$ cat src/rtl/exec_sequencer.sv
// Multi-cycle fetch/decode/mem/commit sequencer for the comproc core.
// Owns the shared memory port handshake, commit gating and interrupt entry.
module exec_sequencer (
    input  logic        clk,
    input  logic        rst,
    input  logic        mem_ack,
    input  logic        irq,
    input  logic        ie_set,
    input  logic        dec_rd_mem,
    input  logic        dec_wr_mem,
    input  logic        dec_pop,
    input  logic        dec_push,
    input  logic        dec_load_stk,
    input  logic        dec_load_fp,
    input  logic        dec_load_ip,
    input  logic        dec_cpop,
    input  logic        dec_cpush,
    output logic        mem_req,
    output logic        mem_we,
    output logic        addr_sel,
    output logic        ir_load,
    output logic        ir_inject,
    output logic        ip_inc,
    output logic        en_pop,
    output logic        en_push,
    output logic        en_stk,
    output logic        en_fp,
    output logic        en_ip,
    output logic        en_cpop,
    output logic        en_cpush,
    output logic        irq_ack,
    output logic        ie,
    output logic [1:0]  phase,
    output logic [15:0] retired
);

    typedef enum logic [2:0] {
        IDLE,
        FETCH,
        INTR,
        DECODE,
        MEM,
        EXEC
    } state_t;

    state_t state;
    state_t state_nxt;

    always_ff @(posedge clk) begin
        if (rst) begin
            state   <= IDLE;
            ie      <= 1'b0;
            retired <= 16'd0;
        end else begin
            state <= state_nxt;
            if (state == EXEC) begin
                retired <= retired + 16'd1;
                if (ie_set) begin
                    ie <= 1'b1;
                end
            end else if (state == INTR) begin
                ie <= 1'b0;
            end
        end
    end

    // Strobes are suppressed while rst is high so an in-flight
    // request or commit cannot leak out during the reset cycle.
    always_comb begin
        state_nxt = state;
        mem_req   = 1'b0;
        mem_we    = 1'b0;
        addr_sel  = 1'b0;
        ir_load   = 1'b0;
        ir_inject = 1'b0;
        ip_inc    = 1'b0;
        en_pop    = 1'b0;
        en_push   = 1'b0;
        en_stk    = 1'b0;
        en_fp     = 1'b0;
        en_ip     = 1'b0;
        en_cpop   = 1'b0;
        en_cpush  = 1'b0;
        irq_ack   = 1'b0;
        phase     = 2'd0;
        if (!rst) begin
            case (state)
                IDLE: begin
                    state_nxt = FETCH;
                end
                FETCH: begin
                    mem_req = 1'b1;
                    if (mem_ack) begin
                        ir_load   = 1'b1;
                        ip_inc    = 1'b1;
                        state_nxt = DECODE;
                    end
                end
                DECODE: begin
                    phase = 2'd1;
                    if (dec_rd_mem || dec_wr_mem) begin
                        state_nxt = MEM;
                    end else begin
                        state_nxt = EXEC;
                    end
                end
                MEM: begin
                    phase    = 2'd2;
                    mem_req  = 1'b1;
                    mem_we   = dec_wr_mem;
                    addr_sel = 1'b1;
                    if (mem_ack) begin
                        state_nxt = EXEC;
                    end
                end
                EXEC: begin
                    phase    = 2'd3;
                    en_pop   = dec_pop;
                    en_push  = dec_push;
                    en_stk   = dec_load_stk;
                    en_fp    = dec_load_fp;
                    en_ip    = dec_load_ip;
                    en_cpop  = dec_cpop;
                    en_cpush = dec_cpush;
                    if (irq && ie) begin
                        state_nxt = INTR;
                    end else begin
                        state_nxt = FETCH;
                    end
                end
                INTR: begin
                    ir_load   = 1'b1;
                    ir_inject = 1'b1;
                    irq_ack   = 1'b1;
                    state_nxt = DECODE;
                end
                default: begin
                    state_nxt = IDLE;
                end
            endcase
        end
    end

endmodule

$ cat config.mk
export PLATFORM = sky130hd
export DESIGN_NAME = exec_sequencer
export DESIGN_NICKNAME = d
export VERILOG_FILES = /design/src/rtl/exec_sequencer.sv
export SDC_FILE = /design/constraint.sdc
export NUM_CORES = 1
export LEC_CHECK = 0
export BUFFER_PORTS_ARGS = -buffer_cell sky130_fd_sc_hd__buf_2
export CORE_MARGIN = 4
export CORE_UTILIZATION = 41
export CTS_CLUSTER_SIZE = 8
export DETAILED_ROUTE_END_ITERATION = 7
export GPL_TIMING_DRIVEN = 0
export PLACE_DENSITY = 0.74
export SLEW_MARGIN = 10
export SYNTH_ARGS = -nofsm -noshare
export SYNTH_HDL_FRONTEND = slang
export SYNTH_SLANG_ARGS = --single-unit
$ cat constraint.sdc
create_clock -name clk -period 1.9 [get_ports clk]
set_clock_uncertainty 0.2 [all_clocks]
set_input_delay 0.285 -clock clk [delete_from_list [all_inputs] [get_ports clk]]
set_output_delay 0.285 -clock clk [all_outputs]
set_load 0.05 [all_outputs]
==> impl_metrics.json, run 1 <==
{
  "ir_drop_uv": 378.0,
  "power_uw": 755.9,
  "coreArea_um2": 2477,
  "via_count": 1212,
  "syn_to_final_growth_pct": 67.02,
  "outcome": "finished with violations",
  "drive_gt1_share_pct": 60.00,
  "track_usage_pct": 18.59,
  "grt_busiest_layer": "met2",
  "fin_ws_ns": -0.1083,
  "port_buffers": 45,
  "setup_viol": 10,
  "diodes": 0,
  "cpPeakStageDelay_ns": 0.38,
  "grt_util_met2_pct": 34.54,
  "hold_viol_final": 0,
  "final_common_cell": "buf_2",
  "clkLatencyLatePin_ns": 0.29,
  "fill_cells": 201,
  "fin_crit_sh_pct": 105.7,
  "place_congestion": 0.7551,
  "post_drt_via_cell_ratio": 5.387,
  "fin_setup_tns_ns": -0.8168,
  "syn_nets": 146,
  "crit_fanout": 7,
  "end_kind": "output pin",
  "final_max_slew_viol_count": 0,
  "synthCells": 131,
  "ant_nets": 0,
  "routedWlPerCell_um": 14.87,
  "cp.required_ns": 1.41,
  "yosysSeqAreaShare_pct": 37.69,
  "grt_max_degree": 12,
  "ys_warn_count": 0,
  "violations": "negative setup slack",
  "stdcell_area_um2": 1774,
  "rows": 18,
  "p_leak_uw": 0.0007445,
  "crit_chain": "nand3b_1 > nor2_4 > and2_1 > buf_6",
  "dpl.hpwl_mm": 2.236,
  "rsz0062_at_grt": "true",
  "clock-sinks": 20,
  "routed_wl_mm": 3.346,
  "dieWidth_um": 58.90,
  "ctsHtreeMaxLevel": 1,
  "crit_type": "reg2out",
  "path_clk_slew_ns": 0.11,
  "initial_core_util_pct": 42.88,
  "syn_area_um2": 1062,
  "worst_pin_slew_ns": 0.5950,
  "grt_pass1_wl_mm": 5.050,
  "cts-root-buf": "clkbuf_4",
  "overflow": 0,
  "cts_max_path_buffers": 2,
  "drt-initial-drc-count": 34,
  "dpl_cell_area_um2": 1441,
  "critPathLaunchType": "flip-flop",
  "power_density_nw_per_um2": 426.0,
  "hold_path_class": "in2reg",
  "firstDrtPassIters": 6,
  "grt_use_met1_pct": 22.18,
  "crit_arrival_ns": 1.52,
  "antenna_found_initial": 0,
  "maxCapViolations": 0,
  "synth_cell_types": 34,
  "nNetsFinal": 211,
  "met3_usage_pct": 2.412,
  "cts_tree": "done",
  "holdBufCountCts": 0,
  "drcViolationCount": 0,
  "slew_headroom_pct": 60.33,
  "ys_ff_latch": 20,
  "period_minus_slack_ns": 2.008,
  "die_h_um": 58.90,
  "max_freq_mhz": 497.9,
  "cts-buffers-inserted": 3,
  "syn_avg_cell_area_um2": 8.109,
  "cp_slowest_cell": "dfxtp_4",
  "io_pins": 47,
  "grt_pass1_vias": 1150,
  "die-area_um2": 3469,
  "layout_common_cells": "32 x buf_2, 16 x buf_4, 13 x dfxtp_4"
}
-- stage by stage --
step	worst slack, ns	hold slack, ns	std cells	utilization (%)
2_1_floorplan	-0.1216	0.3242	131	-
3_3_place_gp	-0.09784	0.2641	206	58.18
3_5_place_dp	-0.1687	0.2757	206	58.18
4_1_cts	-0.07861	0.1449	217	64.90
5_1_grt	-0.1939	0.1799	225	71.62
6_report	-0.1083	0.1477	225	71.62
-- synth_stat cells (all sizes together) --
master / count / share of area, %
a21oi: 11 / 5.2
or3: 3 / 1.8
or2: 2 / 1.2
and2: 8 / 4.7
or2b: 1 / 0.71
and4: 1 / 0.82
a31oi: 1 / 0.59
xor2: 4 / 3.3
nand3: 7 / 3.3
nor3: 3 / 1.4
nand4: 2 / 1.2
nor4: 3 / 1.8
nand3b: 1 / 0.71
nand2b: 2 / 1.9
o21ai: 6 / 2.8
o31ai: 6 / 4.2
nand2: 9 / 3.2
dfxtp: 20 / 38
xnor2: 4 / 3.3
and3: 2 / 1.2
or4: 6 / 4.6
buf: 3 / 1.9
and4b: 1 / 0.94
ha: 1 / 1.2
nor2: 12 / 4.2
nor2b: 1 / 0.59
a211oi: 1 / 0.71
clkbuf: 4 / 1.4
inv: 4 / 1.4
mux2: 2 / 2.1
-- metal layers --
metal | up-vias | routed length, µm
met1 | 582 | 1350
met4 | 0 | 24
met3 | 2 | 140
met5 | - | 0
li1 | 597 | -
met2 | 31 | 1830
-- logic make-up (layout without fill, tap and decap cells) --
group,Yosys count,after routing,synth area share [%]
AO/OA/AOI/OAI,25,25,13.55
multiplexers,2,2,2.120
flip-flops,20,20,37.69
buffers and inverters,11,75,4.710
XOR/XNOR,8,8,6.595
AND/OR/NAND/NOR,64,64,34.16
adder cells (fa/ha/maj),1,1,1.178
-- worst max-delay path, delay by kind of cell, from the launching register on --
family / cells / cell delay (ns)
buf+inv: 1 / 0.16
flops: 1 / 0.38
simple gates: 3 / 0.69
-- repair_timing --
| item | 4_1_cts | 5_1_grt |
|---|---|---|
| endpoints found under the setup margin | 18 | 18 |
| gates resized for setup | 27 | 34 |
| setup buffers | 8 | 8 |
| cloned | 0 | 0 |
| pin swaps | 2 | 8 |
-- layout make-up --
cell class	instances	area, µm²	share of cell area [%]
Timing Repair Buffer	61	455.4	25.67
Tap cell	30	37.54	2.116
Multi-Input combinational cell	100	738.2	41.61
Inverter	4	15.01	0.8463
Sequential cell	20	452.9	25.53
Clock inverter	1	3.754	0.2116
Clock buffer	3	22.52	1.269
Buffer	6	48.80	2.750
-- registers in the layout, summed over array words and instances (netlist names) --
| signal | cells |
|---|---|
| ie | 1 |
| state | 3 |
| retired | 16 |
-- where the power goes --
group | switching (µW) | internal, µW
sequential | 6.97 | 408
clock | 125 | 76.3
combinational | 81.8 | 57.8
total | 214 | 542
-- path summary, 6_finish.rpt --
| kind | from | to | slack (ns) | cells after the start |
|---|---|---|---|---|
| max | state[1]$_SDFFE_PP0P_ | en_push | -0.11 | 4 |
| min reg2reg | retired[15]$_SDFFE_PP0P_ | retired[15]$_SDFFE_PP0P_ | 0.30 | 2 |
| max reg2reg | state[1]$_SDFFE_PP0P_ | retired[7]$_SDFFE_PP0P_ | -0.03 | 5 |
| min | mem_ack | state[0]$_SDFFE_PP0P_ | 0.15 | 3 |
Note: power is estimated with default switching activity, not from simulation.
==> inputs of run 2 (changes only) <==
--- a/config.mk
+++ b/config.mk
@@ -11,8 +11,8 @@
 export CTS_CLUSTER_SIZE = 8
 export DETAILED_ROUTE_END_ITERATION = 7
 export GPL_TIMING_DRIVEN = 0
-export PLACE_DENSITY = 0.74
-export SLEW_MARGIN = 10
+export PLACE_DENSITY = 0.79
+export SLEW_MARGIN = 20
 export SYNTH_ARGS = -nofsm -noshare
 export SYNTH_HDL_FRONTEND = slang
 export SYNTH_SLANG_ARGS = --single-unit
==> impl_metrics.json, run 2 (same netlist as run 1, synthesis figures left out) <==
{
  "outcome": "finished with violations",
  "violations": "negative setup slack",
  "ir_drop_uv": 445.3,
  "routedWlPerCell_um": 14.84,
  "top_regs": "retired: 16 flops, state: 3 flops, ie: 1 flops",
  "holdBufCountCts": 0,
  "top_register": "retired",
  "io_pins": 47,
  "cp_slowest_cell": "dfxtp_4",
  "worstSetupStartpoint": "state[1]$_SDFFE_PP0P_",
  "setup_viol": 13,
  "power_density_nw_per_um2": 446.2,
  "layout_common_cells": "32 x buf_2, 16 x buf_4, 14 x dfxtp_4",
  "p_leak_uw": 0.0007348,
  "cp_top_family": "simple AND/OR/NAND/NOR gates",
  "drive_gt1_share_pct": 54.87,
  "firstDrtPassIters": 5,
  "die_h_um": 58.90,
  "initial_core_util_pct": 42.88,
  "fin_ws_ns": -0.07668,
  "slew_headroom_pct": 66.39,
  "dpl.hpwl_mm": 2.200,
  "critPathLaunchType": "flip-flop",
  "maxCapViolations": 0,
  "hold_path_class": "in2reg",
  "antenna_found_initial": 0,
  "fin_setup_tns_ns": -0.6902,
  "path_clk_slew_ns": 0.11,
  "cts-root-buf": "clkbuf_4",
  "cp.required_ns": 1.41,
  "clkLatencyLatePin_ns": 0.31,
  "max_freq_mhz": 505.9,
  "ant_nets": 0,
  "cpPeakStageDelay_ns": 0.38,
  "clock-sinks": 20,
  "worst_pin_slew_ns": 0.5042,
  "fin_crit_sh_pct": 104.0,
  "dieWidth_um": 58.90,
  "crit_chain": "nand3b_1 > nor2_4 > and2_1 > buf_6",
  "largest_register_ffs": 16,
  "drcViolationCount": 0,
  "diodes": 0,
  "track_usage_pct": 18.49,
  "via_count": 1243,
  "period_minus_slack_ns": 1.977,
  "final_common_cell": "buf_2",
  "crit_arrival_ns": 1.49,
  "crit_fanout": 7,
  "cts_max_path_buffers": 2,
  "cts-buffers-inserted": 3,
  "min_from": "dec_rd_mem",
  "crit_type": "reg2out",
  "drt-initial-drc-count": 39,
  "grt_pass1_vias": 1156,
  "end_kind": "output pin",
  "grt_max_degree": 12,
  "overflow": 0,
  "nNetsFinal": 211,
  "fin_util_pct": 70.91,
  "path_buf_inv": 1,
  "r2r-start": "state[1]$_SDFFE_PP0P_",
  "rows": 18,
  "syn_to_final_growth_pct": 65.37,
  "place_congestion": 0.8041,
  "port_buffers": 45,
  "final_max_slew_viol_count": 0,
  "die-area_um2": 3469,
  "post_drt_via_cell_ratio": 5.524,
  "hold_viol_final": 0,
  "cts_tree": "done",
  "rsz0062_at_grt": "true",
  "ctsHtreeMaxLevel": 1,
  "routed_wl_mm": 3.339,
  "coreArea_um2": 2477,
  "grt_pass1_wl_mm": 5.030
}
run 2: cell types whose count changed in the layout (fill, tap and decap cells not counted), moves of 2 or more:
cell / before / now
or4_4: 5 / 2
a21oi_2: 5 / 2
a21oi_1: 6 / 9
and2_1: 1 / 3
and2_4: 6 / 4
or4_1: 1 / 4
run 2: worst paths after layout:
path                              end  cells after the start  slack, ns
max                          en_cpush                      4      -0.08
min             state[0]$_SDFFE_PP0P_                      4       0.13
max reg2reg  retired[13]$_SDFFE_PP0P_                      4      -0.04
min reg2reg  retired[15]$_SDFFE_PP0P_                      2       0.30
run 2: layout make-up:
type	count	area [µm²]
Fill cell	181	720.7
Multi-Input combinational cell	100	699.4
Timing Repair Buffer	61	459.2
Sequential cell	20	455.4
Buffer	6	63.81
Tap cell	30	37.54
Clock buffer	3	22.52
Inverter	4	15.01
Clock inverter	1	3.754
run 2: repair_timing:
action / 4_1_cts / 5_1_grt
endpoints found under the hold margin: 0 / 0
resized for setup: 39 / 14
buffers inserted: 9 / 7
setup endpoints to repair: 17 / 18
pin swaps: 5 / 10
run 2: per-stage QoR:
stage	instance area (µm²)	setup slack [ns]	total power, µW	hold WS [ns]	cells
final	1757	-0.07668	783.8	0.1339	225
after global routing	1757	-0.1452	812.2	0.1558	225
after CTS	1660	-0.08424	777.3	0.09455	218
after detailed placement	1441	-0.1454	534.7	0.2856	206
after global placement	1441	-0.09578	531.3	0.2644	206
after floorplan	1179	-0.1216	503.6	0.3242	131
run 2: tightest hold or removal path, stage by stage:
cell and delay [ns]:
buf_2 0.09, o31ai_1 0.06, a21oi_1 0.11, a211oi_1 0.07
run 2: power breakdown:
part           switching [µW]  leakage, µW  total (µW)  internal [µW]
combinational            86.2     0.000546         158           71.3
sequential               6.78     0.000173         413            407
clock                     136    0.0000154         213           76.9
run 2: routing by layer:
layer,share of wire (%),GRT usage [%],up-vias,wire (µm)
met5,0,0,-,0
met4,1.2,4.854,0,39
met3,6.2,4.386,5,208
met2,52,33.75,42,1752
met1,40,21.34,597,1339
li1,-,-,599,-
==> inputs of run 3 (changes only) <==
--- a/config.mk
+++ b/config.mk
@@ -5,9 +5,10 @@
 export SDC_FILE = /design/constraint.sdc
 export NUM_CORES = 1
 export LEC_CHECK = 0
+export ABC_AREA = 1
 export BUFFER_PORTS_ARGS = -buffer_cell sky130_fd_sc_hd__buf_2
 export CORE_MARGIN = 4
-export CORE_UTILIZATION = 41
+export CORE_UTILIZATION = 42
 export CTS_CLUSTER_SIZE = 8
 export DETAILED_ROUTE_END_ITERATION = 7
 export GPL_TIMING_DRIVEN = 0
==> impl_metrics.json, run 3 <==
{
  "outcome": "finished clean",
  "ir_drop_uv": 536.8,
  "grt_max_degree": 11,
  "die-area_um2": 3594,
  "hold_viol_final": 0,
  "synth_edf_count": 0,
  "synth_area_leader_cell": "dfxtp_1",
  "syn_area_um2": 1134,
  "dpl.hpwl_mm": 2.150,
  "clkLatencyLatePin_ns": 0.30,
  "clock-sinks": 20,
  "cts-root-buf": "clkbuf_4",
  "drcViolationCount": 0,
  "io_pins": 47,
  "period_minus_slack_ns": 1.879,
  "p_leak_uw": 0.0007893,
  "rows": 18,
  "cp.required_ns": 1.41,
  "fin_util_pct": 66.96,
  "ctsHtreeMaxLevel": 1,
  "initial_core_util_pct": 44.94,
  "synth_top_cells_by_area": "dfxtp_1 35%, nand2_1 16%, nor2_1 13%, inv_1 8.6%, a21oi_1 5.7%",
  "holdWs_ns": 0.02321,
  "ys_ff_latch": 20,
  "overflow": 0,
  "path_clk_slew_ns": 0.10,
  "layout_common_cells": "45 x nand2_1, 30 x nor2_1, 30 x buf_2",
  "coreArea_um2": 2522,
  "routedWlPerCell_um": 11.26,
  "synth-async-reset-ratio_pct": 0,
  "syn_avg_cell_area_um2": 6.161,
  "crit_arrival_ns": 1.39,
  "place_congestion": 0.8101,
  "dieWidth_um": 59.95,
  "port_buffers": 45,
  "synth.top_cell.area_share_pct": 35.32,
  "setup_viol": 0,
  "final_cells": 266,
  "holdBufCountCts": 0,
  "routed_wl_mm": 2.995,
  "cp_slowest_cell": "dfxtp_4",
  "reg2reg_depth": 6,
  "dpl_cell_area_um2": 1486,
  "via_count": 1284,
  "grt_pass1_wl_mm": 4.788,
  "rsz0062_at_grt": "true",
  "firstDrtPassIters": 4,
  "r2r-start": "retired[0]$_SDFFE_PP0P_",
  "yosysSeqAreaShare_pct": 35.32,
  "cts-buffers-inserted": 3,
  "final_max_slew_viol_count": 0,
  "largest_register_ffs": 16,
  "post_drt_via_cell_ratio": 4.827,
  "grt_pass1_vias": 1117,
  "cpPeakStageDelay_ns": 0.38,
  "synth_commonest_cells": "47 x nand2_1, 40 x nor2_1, 26 x inv_1",
  "crit_type": "reg2out",
  "yosysMostFrequentCell": "nand2_1",
  "stdcell_area_um2": 1689,
  "maxCapViolations": 0,
  "drt-initial-drc-count": 38,
  "synthCells": 184,
  "power_density_nw_per_um2": 780.9,
  "hold-path-endpoint": "ie$_SDFFE_PP0P_",
  "crit_chain": "buf_8 > nor2_4 > nand2_2 > nor3_2 > buf_6",
  "critPathLaunchType": "flip-flop",
  "cts_tree": "done",
  "final_common_cell": "nand2_1",
  "top_regs": "retired: 16 flops, state: 3 flops, ie: 1 flops",
  "synth_ff_type": "dfxtp_1",
  "syn_nets": 199,
  "worst_pin_slew_ns": 0.4256,
  "synth_cell_types": 19,
  "slew_headroom_pct": 71.62,
  "diodes": 0,
  "fin_crit_sh_pct": 98.91,
  "crit_fanout": 5,
  "ant_nets": 0,
  "r2r_end": "retired[8]$_SDFFE_PP0P_",
  "nNetsFinal": 253,
  "whs_path_depth": 3,
  "top_register": "retired",
  "hold_path_class": "in2reg",
  "ys_warn_count": 0,
  "dp_cells": 259,
  "syn_to_final_growth_pct": 49.01,
  "drive_gt1_share_pct": 36.86,
  "cts_max_path_buffers": 2,
  "track_usage_pct": 17.08,
  "max_freq_mhz": 532.1,
  "end_kind": "output pin",
  "die_h_um": 59.95,
  "reg2reg_slack_ns": 0.25,
  "antenna_found_initial": 0,
  "min_from": "ie_set"
}
run 3: report_power, final:
group          switching, µW  total (µW)  leakage (µW)  internal (µW)
Sequential              50.9         504      0.000163            453
Clock                    126         200     0.0000138           74.0
Combinational            386         615      0.000612            229
run 3: logic make-up (layout without fill, tap and decap cells):
kind of cell	after synthesis	count (layout)	synth area share [%]
simple gates	110	110	42.27
buf+inv	31	83	10.93
compound gates	20	20	8.829
flops	20	20	35.32
xor+xnor	2	2	1.546
fa+ha+maj	1	1	1.104
run 3: how the worst max path moves through the flow:
stage	startpoint	end	slack, ns	cells after the start
3_3_place_gp	rst	irq_ack	0.01	5
4_1_cts	state[0]$_SDFFE_PP0P_	ir_load	-0.05	6
2_1_floorplan	state[2]$_SDFFE_PP0P_	en_cpop	-0.16	4
6_report	state[0]$_SDFFE_PP0P_	mem_we	0.02	5
5_1_grt	state[0]$_SDFFE_PP0P_	mem_we	-0.05	5
3_5_place_dp	rst	irq_ack	0.004	5
run 3: layout make-up:
class	count	area [µm²]
Clock buffer	3	22.52
Fill cell	221	833.3
Timing Repair Buffer	49	341.6
Inverter	26	105.1
Tap cell	30	37.54
Multi-Input combinational cell	133	737.0
Buffer	5	36.28
Sequential cell	20	409.1
run 3: per-layer routing:
metal | share of wire [%] | GRT usage [%]
met5 | 0 | 0
met4 | 0.57 | 2.848
met3 | 5.1 | 4.320
met1 | 46 | 22.82
met2 | 48 | 28.09
run 3: repair_timing:
item / in CTS / in global routing
pin swaps: 0 / 4
setup endpoints to repair: 15 / 14
buffers inserted: 0 / 4
gates resized for setup: 29 / 21
run 3: stage by stage:
step,setup TNS (ns),total power [µW],setup WS (ns)
after floorplan,-0.2058,856.3,-0.1591
after global routing,-0.2314,1390,-0.05475
final,0,1319,0.02063
after global placement,0,934.3,0.01231
after CTS,-0.1420,1212,-0.04923
after detailed placement,0,939.6,0.003811
run 3: critical path, delay by kind of cell (launching register included):
kind | cells | cell delay (ns)
buffers and inverters | 2 | 0.32
DFF | 1 | 0.38
and+or+nand+nor | 3 | 0.39
